===== src/rtl/sobel_ctrl.sv =====
// -----------------------------------------------------------------------------
// sobel_ctrl
// Sobel edge-detection stage. It sits between the UART byte receiver and the
// VGA picture RAM writer. It takes a raster stream of COL_MAX x ROW_MAX 8-bit
// grayscale pixels and produces one result per interior pixel. That is
// (COL_MAX-2) x (ROW_MAX-2) results per frame, in raster order, with a fixed
// latency of 3 cycles.
//
// Ports:
//   sys_clk    in   1  system clock, rising edge
//   sys_rst_n  in   1  asynchronous active-low reset
//   pi_data    in   8  grayscale input pixel
//   pi_flag    in   1  pi_data valid, one pixel per high cycle
//   po_data    out  8  result pixel, held between results
//   po_flag    out  1  one-cycle pulse per result
//
// Build option:
//   SOBEL_RAW_MAG_EN  when defined, po_data is |Gx|+|Gy| saturated to 8 bits
//                     and THRESHOLD is unused. When undefined (the default),
//                     po_data is 8'h00 for an edge (gxy >= THRESHOLD) and
//                     8'hFF otherwise.
// -----------------------------------------------------------------------------
module sobel_ctrl #(
    parameter int         COL_MAX   = 100,
    parameter int         ROW_MAX   = 100,
    parameter logic [10:0] THRESHOLD = 11'd12
) (
    input  logic       sys_clk,
    input  logic       sys_rst_n,
    input  logic [7:0] pi_data,
    input  logic       pi_flag,
    output logic [7:0] po_data,
    output logic       po_flag
);

    localparam int CW = (COL_MAX > 1) ? $clog2(COL_MAX) : 1;
    localparam int RW = (ROW_MAX > 1) ? $clog2(ROW_MAX) : 1;

    // ------------------------------------------------------------------
    // Raster position of the pixel currently on pi_data
    // ------------------------------------------------------------------
    logic [CW-1:0] cnt_col_q, cnt_col_d;
    logic [RW-1:0] cnt_row_q, cnt_row_d;

    always_comb begin
        cnt_col_d = cnt_col_q;
        cnt_row_d = cnt_row_q;
        if (pi_flag) begin
            if (cnt_col_q == CW'(COL_MAX - 1)) begin
                cnt_col_d = '0;
                cnt_row_d = (cnt_row_q == RW'(ROW_MAX - 1)) ? '0 : cnt_row_q + RW'(1);
            end else begin
                cnt_col_d = cnt_col_q + CW'(1);
            end
        end
    end

    // ------------------------------------------------------------------
    // Line buffers: l1 holds row r-2 and l2 holds row r-1. Each column slot
    // is read and rewritten in the same cycle, so the stored rows slide down
    // by one without any separate copy pass. The contents need no reset.
    // ------------------------------------------------------------------
    logic [7:0] l1_mem [COL_MAX];
    logic [7:0] l2_mem [COL_MAX];
    logic [7:0] l1_rd;
    logic [7:0] l2_rd;

    assign l1_rd = l1_mem[cnt_col_q];
    assign l2_rd = l2_mem[cnt_col_q];

    always_ff @(posedge sys_clk) begin
        if (pi_flag) begin
            l1_mem[cnt_col_q] <= l2_rd;
            l2_mem[cnt_col_q] <= pi_data;
        end
    end

    // ------------------------------------------------------------------
    // Stage 1: 3x3 window. a = top row, b = middle row, c = bottom row.
    // Index 2 is the newest column.
    // ------------------------------------------------------------------
    logic [7:0] a0_q, a1_q, a2_q, b0_q, b1_q, b2_q, c0_q, c1_q, c2_q;
    logic [7:0] a0_d, a1_d, a2_d, b0_d, b1_d, b2_d, c0_d, c1_d, c2_d;
    logic       win_vld_q, win_vld_d;

    always_comb begin
        a0_d = a0_q; a1_d = a1_q; a2_d = a2_q;
        b0_d = b0_q; b1_d = b1_q; b2_d = b2_q;
        c0_d = c0_q; c1_d = c1_q; c2_d = c2_q;
        win_vld_d = 1'b0;
        if (pi_flag) begin
            a0_d = a1_q; a1_d = a2_q; a2_d = l1_rd;
            b0_d = b1_q; b1_d = b2_q; b2_d = l2_rd;
            c0_d = c1_q; c1_d = c2_q; c2_d = pi_data;
            // The window is complete once two earlier rows and two earlier
            // columns exist. It is then centred on (row-1, col-1).
            win_vld_d = (cnt_row_q >= RW'(2)) && (cnt_col_q >= CW'(2));
        end
    end

    // ------------------------------------------------------------------
    // Stage 2: signed gradients. Each weighted sum is at most 1020, so an
    // 11-bit modular difference is the exact two's-complement result.
    // ------------------------------------------------------------------
    logic [10:0]        gx_pos, gx_neg, gy_pos, gy_neg;
    logic signed [10:0] gx_q, gx_d, gy_q, gy_d;
    logic               grad_vld_q, grad_vld_d;

    always_comb begin
        gx_pos = {3'b000, a2_q} + {2'b00, b2_q, 1'b0} + {3'b000, c2_q};
        gx_neg = {3'b000, a0_q} + {2'b00, b0_q, 1'b0} + {3'b000, c0_q};
        gy_pos = {3'b000, c0_q} + {2'b00, c1_q, 1'b0} + {3'b000, c2_q};
        gy_neg = {3'b000, a0_q} + {2'b00, a1_q, 1'b0} + {3'b000, a2_q};
        gx_d = gx_q;
        gy_d = gy_q;
        grad_vld_d = win_vld_q;
        if (win_vld_q) begin
            gx_d = signed'(gx_pos - gx_neg);
            gy_d = signed'(gy_pos - gy_neg);
        end
    end

    // ------------------------------------------------------------------
    // Stage 3: magnitude and output mapping
    // ------------------------------------------------------------------
    logic [10:0] gx_abs, gy_abs, gxy;
    logic [7:0]  po_data_q, po_data_d;
    logic        po_flag_q, po_flag_d;

    always_comb begin
        gx_abs = gx_q[10] ? 11'(-gx_q) : 11'(gx_q);
        gy_abs = gy_q[10] ? 11'(-gy_q) : 11'(gy_q);
        gxy = gx_abs + gy_abs;
        po_data_d = po_data_q;
        po_flag_d = grad_vld_q;
        if (grad_vld_q) begin
`ifdef SOBEL_RAW_MAG_EN
            po_data_d = (gxy > 11'd255) ? 8'hFF : gxy[7:0];
`else
            po_data_d = (gxy >= THRESHOLD) ? 8'h00 : 8'hFF;
`endif
        end
    end

    // ------------------------------------------------------------------
    // State registers
    // ------------------------------------------------------------------
    always_ff @(posedge sys_clk or negedge sys_rst_n) begin
        if (!sys_rst_n) begin
            cnt_col_q  <= '0;
            cnt_row_q  <= '0;
            a0_q <= '0; a1_q <= '0; a2_q <= '0;
            b0_q <= '0; b1_q <= '0; b2_q <= '0;
            c0_q <= '0; c1_q <= '0; c2_q <= '0;
            win_vld_q  <= 1'b0;
            gx_q       <= '0;
            gy_q       <= '0;
            grad_vld_q <= 1'b0;
            po_data_q  <= 8'h00;
            po_flag_q  <= 1'b0;
        end else begin
            cnt_col_q  <= cnt_col_d;
            cnt_row_q  <= cnt_row_d;
            a0_q <= a0_d; a1_q <= a1_d; a2_q <= a2_d;
            b0_q <= b0_d; b1_q <= b1_d; b2_q <= b2_d;
            c0_q <= c0_d; c1_q <= c1_d; c2_q <= c2_d;
            win_vld_q  <= win_vld_d;
            gx_q       <= gx_d;
            gy_q       <= gy_d;
            grad_vld_q <= grad_vld_d;
            po_data_q  <= po_data_d;
            po_flag_q  <= po_flag_d;
        end
    end

    assign po_data = po_data_q;
    assign po_flag = po_flag_q;

endmodule


===== config.mk =====
export PLATFORM = sky130hd
export DESIGN_NAME = sobel_ctrl
export DESIGN_NICKNAME = d
export VERILOG_FILES = /design/src/rtl/sobel_ctrl.sv
export SDC_FILE = /design/constraint.sdc
export NUM_CORES = 2
export LEC_CHECK = 0
export BUFFER_PORTS_ARGS = -buffer_cell sky130_fd_sc_hd__buf_2
export CAP_MARGIN = 20
export CORE_MARGIN = 3
export CORE_UTILIZATION = 35
export CTS_CLUSTER_SIZE = 10
export DETAILED_ROUTE_END_ITERATION = 8
export GPL_ROUTABILITY_DRIVEN = 0
export HOLD_SLACK_MARGIN = 0.1
export SYNTH_ARGS = -nofsm -noshare
export SYNTH_HDL_FRONTEND = slang
export SYNTH_SLANG_ARGS = --single-unit

===== constraint.sdc =====
create_clock -name sys_clk -period 8.1 [get_ports sys_clk]
set_input_delay 0 -clock sys_clk [delete_from_list [all_inputs] [get_ports sys_clk]]
set_output_delay 0 -clock sys_clk [all_outputs]
set_load 0.005 [all_outputs]

## Word-level counts from Yosys, hierarchy flattened

Memories as Yosys holds them, arrays and structs flattened. A register that Yosys moved wholly into a read port is not among the register bits.
Cells that the tools add are included.

- Register bits after elaboration: 111
- RAM bits: 1600
- Output and inout port bits: 9
- Word-level logic and storage cells: 49
- Memories kept: 2

Memories:

| name | words | bits a word | rd ports | clocked after Yosys merged registers in | wr ports | line | RTL |
|---|---|---|---|---|---|---|---|
| l1_mem | 100 | 8 | 1 | 1 | 1 | 63 | `logic [7:0] l1_mem [COL_MAX];` |
| l2_mem | 100 | 8 | 1 | 0 | 1 | 64 | `logic [7:0] l2_mem [COL_MAX];` |

- Add/sub/neg operators: 15
- Order comparisons: 3
- Equal/unequal tests: 2
- Multiplexer cells: 8
- Reductions and logical operators: 3

Operators with widths:

| operator | number |
|---|---|
| $add A10 B8 Y11 | 4 |
| $add A8 B9 Y10 | 4 |
| $mux W11 | 2 |
| $neg A11 Y11 | 2 |
| $sub A11 B11 Y11 | 2 |
| $add A7 B1 Y7 const B | 2 |
| $eq A7 B7 Y1 const B | 2 |
| $ge A7 B2 Y1 const B | 2 |
| $mux W7 | 2 |
| $add A11 B11 Y11 | 1 |
| $ge A11 B4 Y1 const B | 1 |
| $mux W8 | 1 |
| $mux W1 | 3 |
| $reduce_and A2 Y1 | 1 |
| $logic_and A1 B1 Y1 | 1 |
| $logic_not A1 Y1 | 1 |

## Depth between registers and ports, before layout

- Word-level depth: 5
- Gate-level depth with buffers: 16
- Gate-level depth less buffers: 16

## Worst setup path before layout

OpenSTA, ideal clock, no wires.

- Path type: register -> register
- From: register cnt_col_q[1]
- To: memory l1_mem[0][6] (data pin)
- Arrival time: 5.969 ns
- Required time: 7.076 ns
- Setup slack: 1.108 ns
- Stages on the path, launching flop included: 10
- Buffers on the path: 3
- Path through: dfrtp_1 -> buf_4 -> buf_6 -> buf_4 -> or3b_2 -> o21ai_0 -> o2111a_1 -> nor3_1 -> o311a_1 -> o32ai_1

- Longest elaborated chain between the ends: 1

RTL lines:

| element | line | RTL |
|---|---|---|
| start, declared | 42 | `logic [CW-1:0] cnt_col_q, cnt_col_d;` |
| start signal, assigned | 162 | `cnt_col_q <= cnt_col_d;` |
| $mem_v2 Z100 W8 | - |  |
| via l2_rd[6] | 66 | `logic [7:0] l2_rd;` |
| end, declared | 63 |  |

The timed path passes the listed nets, and every way through them passes these cells.

## Worst setup path after layout

- From: register cnt_col_q[2]
- To: memory l1_mem[58][2] (data pin)

The elaborated chain is that of the path after synthesis.

==> run metrics <==
outcome finished clean; combinational share of power 0.420; period utilization 0.687; synth-to-layout area growth 14.0%; Worst setup EP type flip-flop; fin cells 6,925; final setup violation count 0; Buffers on Ports 19; syn_area_per_cell 17.1 um^2; Net Switching 14.2 mW; Hold Path Class primary input to flip-flop; fraction of layout cells with a size suffix above 1 0.190; layout filler cell count 17,500; Cell variety after synth 83; Setup TNS 0 ns; async set or reset register ratio after synthesis 0.0654; Clock power frac 0.223; CTS tree built; Boundary Pins 20; required time of the critical path 8.59 ns; worst hold slack 0.203 ns; post-route ant nets 0; utilization after layout 0.404; Ys Warns 0; sequential cell area fraction in the yosys report 0.732; Worst-Skew Late Latency 0.87 ns; Worst EP arrival 6.06 ns; Starting Density 0.354; Crit Path Category flip-flop to flip-flop; ranking of synthesized cells by area edfxtp_1, mux4_2, dfrtp_1; commonest cells in the netlist edfxtp_1, nand2_1, nor2_1; share of Yosys cell area claimed by the top area cell type 0.692; cell repeated most along the worst path buf_4; Hold Vio Cnt, Final 0; Final Power 35.5 mW; min cycle time layout 5.57 ns; Die ar. 0.204 mm^2; total CTS buffers 193; Post-CTS Resized 0; count leader, synth edfxtp_1; clock tree sinks 1,712; Layout Nets 4,332; Yosys top cell by area edfxtp_1; Flop pwr share 0.358; root buffer cell clkbuf_16; H-tree lvl count 4; synthesized instance count 4,054; dpl hpwl 128,000 um; Die Span Y 451 um; CTS Hold Bufs 14; Max Root-Sink Buffers 3; Initial DRC Count 6,334; vias per std cell 5.93; Max transition margin 0.155; crit-path cells buf_4 -> nor3b_4 -> buf_4 -> a222oi_1 -> inv_1 -> a222oi_1 -> o221ai_1 -> a32oi_1 -> nand3_4 -> buf_4; # Post-CTS Setup Buffers 0; CTS clk-pin slew, worst paths 0.06 ns; RSZ-0062 raised after global routing false; Worst Reg-to-Reg Cells 10; largest net degree at the start of global routing 102; row cnt 162; skew final 0.105 ns; crit start category flip-flop; Post-synth EDFFs 1,600; CP max FO 51; routed length per placed instance 31.1 um; first-pass GRT wire length 305,000 um; DRC viols 0; Congestion Overflow GR 0; 1st-pass router iterations 8; Pint 21.3 mW; Pleak 26.0 nW; via count 41,000; initial antenna violation count 8; PwrDens 449 mW/mm^2; crit-path max cell delay 0.80 ns; Syn Nets 4,168; Top FF cell, synth edfxtp_1; GRT Total Usage 0.208; Slew Limit Fails 0; fmax 0.180 GHz; Hold Crit Depth 2; Tightest Pin Transition 1.26 ns; vias in the first global route 39,800; Synth Register Bits 1,712; placed cell count 6,631; total wire length 215,000 um; Post-Syn Area 0.0694 mm^2; switching share of power 0.400; Chip Width 451 um; max cap viols 0; Slowest-stage cell, CP dfrtp_4; core outline area 0.196 mm^2; peak supply drop 0.450 mV
worst max-delay path, delay by kind of cell (launching register included):
family | cells | cell delay, ns
AO/OA/AOI/OAI | 4 | 1.76
AND/OR/NAND/NOR | 2 | 0.89
buffers and inverters | 4 | 1.64
flip-flops | 1 | 0.80
logic make-up (layout without fill, tap and decap cells):
group / Yosys count / count (layout) / synth area share
xor+xnor: 31 / 31 / 0.00391
buf+inv: 407 / 650 / 0.0268
fa+ha+maj: 103 / 103 / 0.0254
other cells: 0 / 4 / 0
simple gates: 583 / 583 / 0.0371
compound gates: 838 / 838 / 0.0897
mux: 380 / 380 / 0.0848
flops: 1712 / 1712 / 0.732
layout by cell type, fill, tap and decap left out, types with 35 or more instances in the layout:
master     count
a222oi_1      40
o22ai_1       35
nand2_1      221
o21ai_0      130
nor2_1       173
fa_1          63
buf_4        211
mux2i_1       91
dfrtp_1      107
mux2_2       135
edfxtp_1    1600
clkbuf_16    193
ha_1          40
inv_1        129
mux4_2       153
clkbuf_1      57
a221oi_1     180
a21oi_1      113
a22oi_1       65
final timing paths:
kind                                          start                        to  slack (ns)
setup / recovery           cnt_col_q[2]$_DFFE_PN0P_   l1_mem[58][2]$_DFFE_PP_        2.53
hold / removal                           pi_data[2]   l2_mem[37][2]$_DFFE_PP_        0.20
setup reg to reg           cnt_col_q[2]$_DFFE_PN0P_   l1_mem[58][2]$_DFFE_PP_        2.53
hold reg to reg                grad_vld_q$_DFF_PN0_         po_flag$_DFF_PN0_        0.41
max in group asynchronous                 sys_rst_n  cnt_col_q[1]$_DFFE_PN0P_        6.71
min in group asynchronous                 sys_rst_n       c0_q[4]$_DFFE_PN0P_        0.35
metal layers:
| metal | up-vias | global-route usage | share of wire |
|---|---|---|---|
| li1 | 16500 | - | - |
| met1 | 21200 | 0.285 | 0.39 |
| met2 | 2781 | 0.309 | 0.44 |
| met3 | 562 | 0.0605 | 0.12 |
| met4 | 2 | 0.0863 | 0.045 |
| met5 | - | 0 | 0.000051 |
per-stage QoR:
stage	worst slack, ns	cell area (um^2)
6_report	2.53	79100
2_1_floorplan	1.11	69400
5_1_grt	2.52	79100
3_5_place_dp	2.79	73300
4_1_cts	2.82	79100
3_3_place_gp	2.88	73300
cell type report:
cell class	count	area (um^2)	area share
Sequential cell	1712	50900	0.643
Timing Repair Buffer	241	1920	0.0243
Clock inverter	22	539	0.00682
Clock buffer	252	5070	0.0641
Inverter	135	513	0.00648
Multi-Input combinational cell	1935	16900	0.214
Antenna cell	4	10.0	0.000127
Tap cell	2624	3280	0.0415
registers in the layout, summed over array words and instances (netlist names), 11 cells and up:
signal and count:
l1_mem 800, l2_mem 800, gx_q 11, gy_q 11
power by group through the flow:
stage               logic, mW  clock network, mW  registers (mW)
finish                   14.9               7.91            12.7
floorplan                8.92                  0            12.9
CTS                      14.7               8.01            12.7
global route             15.9               8.37            12.8
detailed placement       14.6                  0            12.9
global placement         14.4                  0            12.9
(Power assumes the default switching activity.)
